## config.mk

```make
export PLATFORM = sky130hd
export DESIGN_NAME = quadrilatero_reg_access_scheduler
export DESIGN_NICKNAME = d
export VERILOG_FILES = /design/src/rtl/quadrilatero_reg_access_scheduler.sv
export SDC_FILE = /design/constraint.sdc
export NUM_CORES = 1
export LEC_CHECK = 0
export ABC_AREA = 1
export CAP_MARGIN = 20
export CORE_UTILIZATION = 55
export CTS_CLUSTER_SIZE = 25
export DETAILED_ROUTE_END_ITERATION = 6
export GPL_ROUTABILITY_DRIVEN = 0
export PLACE_DENSITY = 0.86
export SLEW_MARGIN = 20
export SYNTH_ARGS = -nofsm -noshare
export SYNTH_HDL_FRONTEND = slang
export SYNTH_SLANG_ARGS = --single-unit
```

## constraint.sdc

```tcl
create_clock -name clk_i -period 5.5 [get_ports clk_i]
set_input_delay 0.55 -clock clk_i [delete_from_list [all_inputs] [get_ports clk_i]]
set_output_delay 0.55 -clock clk_i [all_outputs]
set_load 0.05 [all_outputs]
```

## src/rtl/quadrilatero_reg_access_scheduler.sv

```systemverilog
// Program-ordered access scheduler for one matrix register.
// The dispatcher pushes one token per instruction {id, read-needed, write-needed}.
// Execution units get a grant only when they request the id of the oldest
// token. That token retires on the edge where its last pending access completes.
module quadrilatero_reg_access_scheduler #(
    parameter int DEPTH          = 4,  // power of 2, >= 2
    parameter int NUM_EXEC_UNITS = 3,
    parameter int ID_WIDTH       = 4
) (
    input  logic                                     clk_i,
    input  logic                                     rst_ni,
    input  logic                                     push_i,
    input  logic                                     push_rvalid_i,
    input  logic                                     push_wready_i,
    input  logic [ID_WIDTH-1:0]                      push_id_i,
    output logic                                     full_o,
    output logic                                     empty_o,
    output logic [$clog2(DEPTH):0]                   count_o,
    output logic                                     overflow_o,
    input  logic [NUM_EXEC_UNITS-1:0]                req_read_i,
    input  logic [NUM_EXEC_UNITS-1:0]                req_write_i,
    input  logic [NUM_EXEC_UNITS-1:0][ID_WIDTH-1:0]  req_id_i,
    output logic [NUM_EXEC_UNITS-1:0]                gnt_read_o,
    output logic [NUM_EXEC_UNITS-1:0]                gnt_write_o,
    input  logic [NUM_EXEC_UNITS-1:0]                rd_done_i,
    input  logic [NUM_EXEC_UNITS-1:0]                wr_done_i
);

    localparam int PW = $clog2(DEPTH);
    localparam int CW = PW + 1;
    localparam logic [CW-1:0] FULL_COUNT = CW'(DEPTH);

    // Token storage
    logic [ID_WIDTH-1:0] r_id    [DEPTH];
    logic                r_rpend [DEPTH];
    logic                r_wpend [DEPTH];

    logic [PW-1:0] r_rd_ptr;
    logic [PW-1:0] r_wr_ptr;
    logic [CW-1:0] r_count;
    logic          r_overflow;

    logic                      w_full;
    logic                      w_empty;
    logic                      w_push_acc;
    logic                      w_pop;
    logic                      w_rd_clr;
    logic                      w_wr_clr;
    logic [ID_WIDTH-1:0]       w_head_id;
    logic                      w_head_rpend;
    logic                      w_head_wpend;
    logic [NUM_EXEC_UNITS-1:0] w_hit_r;
    logic [NUM_EXEC_UNITS-1:0] w_hit_w;
    logic [NUM_EXEC_UNITS-1:0] w_gnt_r;
    logic [NUM_EXEC_UNITS-1:0] w_gnt_w;
    logic                      w_found_r;
    logic                      w_found_w;

    assign w_full       = (r_count == FULL_COUNT);
    assign w_empty      = (r_count == '0);
    assign w_head_id    = r_id[r_rd_ptr];
    assign w_head_rpend = r_rpend[r_rd_ptr];
    assign w_head_wpend = r_wpend[r_rd_ptr];

    // Tokens that need neither access carry no ordering information and are dropped.
    assign w_push_acc = push_i & ~w_full & (push_rvalid_i | push_wready_i);

    // Match every unit's request against the head token, then pick the lowest-index hit.
    always_comb begin
        // NOTE: every signal assigned in always_comb gets a default first so no latch is inferred.
        w_hit_r   = '0;
        w_hit_w   = '0;
        w_gnt_r   = '0;
        w_gnt_w   = '0;
        w_found_r = 1'b0;
        w_found_w = 1'b0;
        for (int u = 0; u < NUM_EXEC_UNITS; u++) begin
            w_hit_r[u] = ~w_empty & w_head_rpend & req_read_i[u]  & (req_id_i[u] == w_head_id);
            w_hit_w[u] = ~w_empty & w_head_wpend & req_write_i[u] & (req_id_i[u] == w_head_id);
            if (w_hit_r[u] && !w_found_r) begin
                w_gnt_r[u] = 1'b1;
                w_found_r  = 1'b1;
            end
            if (w_hit_w[u] && !w_found_w) begin
                w_gnt_w[u] = 1'b1;
                w_found_w  = 1'b1;
            end
        end
    end

    // A done only counts from the unit currently holding the matching grant.
    assign w_rd_clr = |(rd_done_i & w_gnt_r);
    assign w_wr_clr = |(wr_done_i & w_gnt_w);

    // The head retires on the edge where no access remains outstanding.
    assign w_pop = ~w_empty & (~w_head_rpend | w_rd_clr) & (~w_head_wpend | w_wr_clr);

    // Pointers, occupancy and sticky overflow; reset discards all tokens at once.
    always_ff @(posedge clk_i or negedge rst_ni) begin
        if (!rst_ni) begin
            r_rd_ptr   <= '0;
            r_wr_ptr   <= '0;
            r_count    <= '0;
            r_overflow <= 1'b0;
        end else begin
            // NOTE: sequential state uses non-blocking assignments so every flop samples pre-edge values.
            if (w_push_acc) r_wr_ptr <= r_wr_ptr + PW'(1);
            if (w_pop)      r_rd_ptr <= r_rd_ptr + PW'(1);
            case ({w_push_acc, w_pop})
                2'b10:   r_count <= r_count + CW'(1);
                2'b01:   r_count <= r_count - CW'(1);
                default: r_count <= r_count;
            endcase
            if (push_i && w_full) r_overflow <= 1'b1;
        end
    end

    // Entry writes: clear completed flags on the head, fill the tail on accepted push.
    // NOTE: entry storage has no reset; the empty flag from the reset count masks stale contents.
    always_ff @(posedge clk_i) begin
        // The head (non-empty) and the tail (non-full) can never alias here.
        if (w_rd_clr) r_rpend[r_rd_ptr] <= 1'b0;
        if (w_wr_clr) r_wpend[r_rd_ptr] <= 1'b0;
        if (w_push_acc) begin
            r_id[r_wr_ptr]    <= push_id_i;
            r_rpend[r_wr_ptr] <= push_rvalid_i;
            r_wpend[r_wr_ptr] <= push_wready_i;
        end
    end

    assign full_o      = w_full;
    assign empty_o     = w_empty;
    assign count_o     = r_count;
    assign overflow_o  = r_overflow;
    assign gnt_read_o  = w_gnt_r;
    assign gnt_write_o = w_gnt_w;

endmodule
```

# Yosys cells after proc, flatten, opt, wreduce, memory -nomap -nowiden
# Memory sizes are Yosys's and may differ from the RTL's.
# Cells that the tools add are included.
# word_totals
mem_count	3
wordCells	72
reg_bits	8
ramBits	24
input_bits	33
output_inout_bits	12
# op_classes
bitwise	27
muxes	15
n_eq_ne	6
reduce_logical	13
n_addsub	4
# memory_table
name	words	word_bits	read_ports	rd_clocked_by_memory_dff	write_ports	line_no	source
r_id	4	4	1	0	1	34	logic [ID_WIDTH-1:0] r_id [DEPTH];
r_rpend	4	1	1	0	2	35	logic r_rpend [DEPTH];
r_wpend	4	1	1	0	2	36	logic r_wpend [DEPTH];
# ops
cell	count
$and 1x1->1	18
$mux 1	14
$eq 4x4->1	3
$and 3x3->3	2
$pmux 3 s2	1
$reduce_or 3->1	2
$logic_and 1x1->1	5
$add 2x1->2 const B	2
$logic_not 1->1	4
$not 1->1	4
$add 3x1->3 const B	1
$eq 3x3->1 const B	1
$logic_not 3->1	1
$or 1x1->1	3
$sub 3x1->3 const B	1
$eq 2x1->1 const B	1
$eq 2x2->1 const B	1
$reduce_bool 2->1	1

# Logic depth before layout (Yosys ltp)
# depth
depth_word	19
depth_mapped	22
depth_no_buf	21

# Worst setup path after synthesis
# No wires, ideal clock.
# synth_path
path_kind	reg-to-output
start	register r_count[0] (netlist: count_o[0])
end	output gnt_read_o[2]
required_time_ps	4950
stages_incl_launch_ff	9
n_path_buf	0
t_arrival_ps	3338
path_slack_ps	1612
path_cell_list	dfrtp_1 > inv_1 > nand3_1 > inv_1 > nor2_1 > and2_1 > nand3_2 > inv_2 > nor4_1
# synth_via
elab_chain_cells	12
elab_cells_between_ends	16
cone_classes	mux: 3; bitwise: 8; reduce/logical: 5
# synth_rtl
item	line_no	source
from (decl)	40	logic [CW-1:0] r_count;
from (signal assigned)	110	2'b10: r_count <= r_count + CW'(1);
from (signal assigned)	111	2'b01: r_count <= r_count - CW'(1);
from (signal assigned)	112	default: r_count <= r_count;
$logic_not 3->1 *	60	assign w_empty = (r_count == '0);
named net empty_o	17	output logic empty_o,
$not 1->1 *	78	w_hit_r[u] = ~w_empty & w_head_rpend & req_read_i[u] & (req_id_i[u] == w_head_id);
$and 1x1->1 * (3 in series)	78	
$mux 1 *	n/a	
named net gnt_read_o[0]	23	output logic [NUM_EXEC_UNITS-1:0] gnt_read_o,
$logic_not 1->1	80	if (w_hit_r[u] && !w_found_r) begin
$logic_and 1x1->1	80	
$mux 1 *	80	
$logic_not 1->1 *	80	
$logic_and 1x1->1 *	80	
$mux 1 *	80	
to (decl)	23	
# Mark *: on every way through the listed nets, which the timed path passes. The rest lies on a longest branch.

# Worst setup path in the final report
# layout_path
start	register r_rd_ptr[0]
end	output gnt_write_o[2]
# layout_via
elab_chain_cells	11
elab_cells_between_ends	19
cone_classes	eq/ne: 3; mux: 3; bitwise: 7; reduce/logical: 4; memory: 2
# layout_rtl
item	line_no	source
from (decl)	38	logic [PW-1:0] r_rd_ptr;
from (signal assigned)	108	if (w_pop) r_rd_ptr <= r_rd_ptr + PW'(1);
$mem_v2 4x1	n/a	
$and 1x1->1 (3 in series)	79	w_hit_w[u] = ~w_empty & w_head_wpend & req_write_i[u] & (req_id_i[u] == w_head_id);
$mux 1	84	if (w_hit_w[u] && !w_found_w) begin
$logic_not 1->1	84	
$logic_and 1x1->1	84	
$mux 1	84	
$logic_not 1->1	84	
$logic_and 1x1->1 *	84	
$mux 1 *	84	
to (decl)	24	output logic [NUM_EXEC_UNITS-1:0] gnt_write_o,
# Every way passes the cells marked *; elsewhere a longest branch is shown, timed or not.

==> flow_metrics.tcl <==
set metrics [dict create \
    run_status "completed" \
    r2r_start "r_rd_ptr[0]" \
    static-leakage-power_nw 1.21 \
    estimated_wirelength_of_the_detail_placed_design_um 3380 \
    synth_fp_nets 280 \
    yosysSeqAreaShare_pct 44.4 \
    drt.antenna.violating_nets 0 \
    clk_root_buffer_cell "clkbuf_8" \
    synth.top_cell.area_share_pct 34.7 \
    synth_cells 237 \
    timing.final.crit_period_ns 3.61 \
    holdCritStartpoint "overflow_o" \
    critPathMaxFanout 16 \
    rows 21 \
    proportion_of_layout_cells_with_a_drive_suffix_above_1_pct 14.7 \
    netlist.top_cell.by_area "edfxtp_1" \
    placement.io_buffers 44 \
    hold_buffers 0 \
    p_clk_share_pct 16.4 \
    cts.repair_timing.setup_buffer_count 0 \
    crit_path_start_kind "register" \
    synth_area_leaders "edfxtp_1 35%, nand2_1 14%, dfrtp_1 9.6%, ha_1 5.4%, nand3b_1 4.0%" \
    fmax_mhz 277 \
    min_to "overflow_o" \
    die_w_um 63.4 \
    vdd_ir_drop_max_uv 382 \
    globalRoute.totalOverflow 0 \
    relSlewSlack_pct 41.7 \
    syn_to_final_growth_pct 27.7 \
    intPower_mw 0.713 \
    final-max-slew-violation-count 0 \
    first_global_vias 1754 \
    mappedNetlistArea_um2 2080 \
    r2r_cells 21 \
    finalHoldViolations 0 \
    route.detailed.wl_per_inst_um 14.4 \
    rsz0062_at_grt "false" \
    drt_pre_antenna_iters 5 \
    fp.dieArea_um2 4020 \
    resized_gates_after_cts 0 \
    grt_first_pass_wirelength_um 8050 \
    tritoncts "yes" \
    cts_max_path_buffers 2 \
    setup_crit_end_kind "primary output" \
    dpl_cell_area_um2 2540 \
    p_per_area_nw_per_um2 505 \
    cap_violations 0 \
    floorplan.core_area_um2 3470 \
    timing.hold.worst.class "reg -> reg" \
    post-route-worst-setup-slack_ns 1.89 \
    rr_endpoint "count_o[2]" \
    sw_frac_of_total_pct 46.8 \
    final.period_utilization_pct 65.6 \
    post_synth_num_cell_types 29 \
    antenna_cells 0 \
    min_path_cells 1 \
    total_clock_buffers_created_by_cts 5 \
    fp.dieH_um 63.4 \
    power_frac_seq_pct 28.7 \
    totalNegativeSetupSlack_ns 0 \
    synthesis.yosys.warnings 0 \
    grt_antenna_before_repair 0 \
    cp.required_ns 4.95 \
    detailroute.via_count 1740 \
    comb_power_share_pct 54.9 \
    syn_area_per_cell_um2 8.76 \
    total_switching_power_mw 0.627 \
    finalSetupViolations 0 \
    detail_route.vias_per_cell 5.24 \
    clock_skew_ns 0.00484 \
    worstMarginPinSlew_ns 0.868 \
    cts_sinks 32 \
    clock_tree.htree_level_count 2 \
    drt_drc_violations_left 0 \
    drt_first_iter_violations 136 \
    finish.instance_area_um2 2650 \
    postSynthRegisterBits 32 \
    clkSlewWorstSetupHoldPaths_ns 0.07 \
    maximum_number_of_pins_on_one_net_before_global_route_repair 17 \
    detail_route.wirelength_um 4770 \
    track_usage_pct 27.0 \
    reg2reg_slack_ns 2.13 \
    ios 45 \
    nets 328 \
    clock_insertion_delay_worst_skew_ns 0.29 \
    preCtsSetupSlack_ns 2.18 \
    timing.setup.critical_path_class "reg -> out" \
    crit_arrival_ns 3.06 \
    starting_density_of_the_core_pct 59.8 \
]
## power groups by stage
| stage | registers, mW | clock network (mW) | logic (mW) |
|---|---|---|---|
| CTS | 0.384 | 0.221 | 0.735 |
| global route | 0.391 | 0.234 | 0.821 |
| floorplan | 0.402 | 0 | 0.541 |
| global placement | 0.386 | 0 | 0.701 |
| finish | 0.385 | 0.219 | 0.736 |
| detailed placement | 0.388 | 0 | 0.717 |
## cell usage in the layout (no fill, tap or decap)
master           instances
a21oi_1                  1
and2_1                   1
nand3b_1                11
xor2_1                   2
nor4_1                   2
clkinv_2                 1
xnor2_1                  1
nor2_1                  15
clkbuf_1                 1
nand2_2                  9
nand3_4                  4
fa_1                     1
dfrtp_1                  8
a21oi_2                  1
nand2_1                 79
a21o_1                   1
nor2_2                   5
o21ai_0                  3
nor3_1                   4
nand3_2                  7
nor2_4                   1
nand4_1                  3
clkdlybuf4s50_1         44
edfxtp_1                24
nand4_2                  1
ha_1                     9
nand3_1                 13
inv_2                    5
nand2_4                  2
bufinv_16                1
inv_1                   21
clkbuf_8                 5
## synthesized netlist by cell type (all sizes together)
cell    number
nand2       90
dfrtp        8
a21o         1
nand3       24
nor4         2
nor3         4
inv         26
and2         1
o21ai        3
xnor2        1
a21oi        2
xor2         2
ha           9
nor2        21
nand3b      11
buf          3
nand4        4
fa           1
edfxtp      24
## per-layer routing
layer	track usage [%]	share of wire, %	vias up
li1	-	-	870
met1	32.5	44	800
met2	45.5	48	59
met3	6.34	5.9	11
met4	11.9	2.2	0
met5	0	0	-
## final cells by class
type / instances / area, um^2
Clock buffer: 6 / 72.6
Clock inverter: 2 / 35.0
Fill cell: 258 / 817
Inverter: 26 / 97.6
Multi-Input combinational cell: 176 / 1030
Sequential cell: 32 / 921
Tap cell: 46 / 57.6
Timing Repair Buffer: 44 / 440
## state kept, by name (all words and copies together) (netlist names)
signal	flops
count_o	3
overflow_o	1
r_id	16
r_rd_ptr	2
r_rpend	4
r_wpend	4
r_wr_ptr	2
## cell families after synthesis
family,share of synthesized area [%]
AO/OA/AOI/OAI,1.75
XOR/XNOR,1.27
adder cells (fa/ha/maj),6.39
buffers and inverters,6.15
flip-flops,44.4
AND/OR/NAND/NOR,40.1
## per-stage QoR
step	util (%)	cells	hold slack (ns)	power (mW)
2_1_floorplan	-	237	0.254	0.943
4_1_cts	76.4	332	0.470	1.34
3_5_place_dp	73.3	324	0.453	1.10
5_1_grt	76.4	332	0.470	1.45
6_report	76.4	332	0.465	1.34
3_3_place_gp	73.3	324	0.447	1.09
## worst max-delay path, cell delays in order (launching register included)
cell,delay (ns)
dfrtp_1,0.66
inv_2,0.26
nand2_1,0.12
nand3_1,0.13
nand2_1,0.15
nand2_1,0.06
nand2_1,0.08
nor2_2,0.05
nand2_2,0.10
nor2_2,0.05
nor4_1,0.27
clkdlybuf4s50_1,0.85
## how the worst max path moves through the flow
stage | from | to | slack [ns] | cells past startpoint
2_1_floorplan | count_o[0] | gnt_read_o[2] | 1.61 | 8
3_3_place_gp | r_rd_ptr[0] | gnt_read_o[2] | 2.31 | 10
3_5_place_dp | r_rd_ptr[0] | count_o[2] | 2.18 | 21
4_1_cts | r_rd_ptr[0] | gnt_read_o[2] | 1.91 | 10
5_1_grt | r_rd_ptr[0] | gnt_read_o[2] | 1.65 | 10
6_report | r_rd_ptr[0] | gnt_write_o[2] | 1.89 | 11
(Power assumes the default switching activity.)
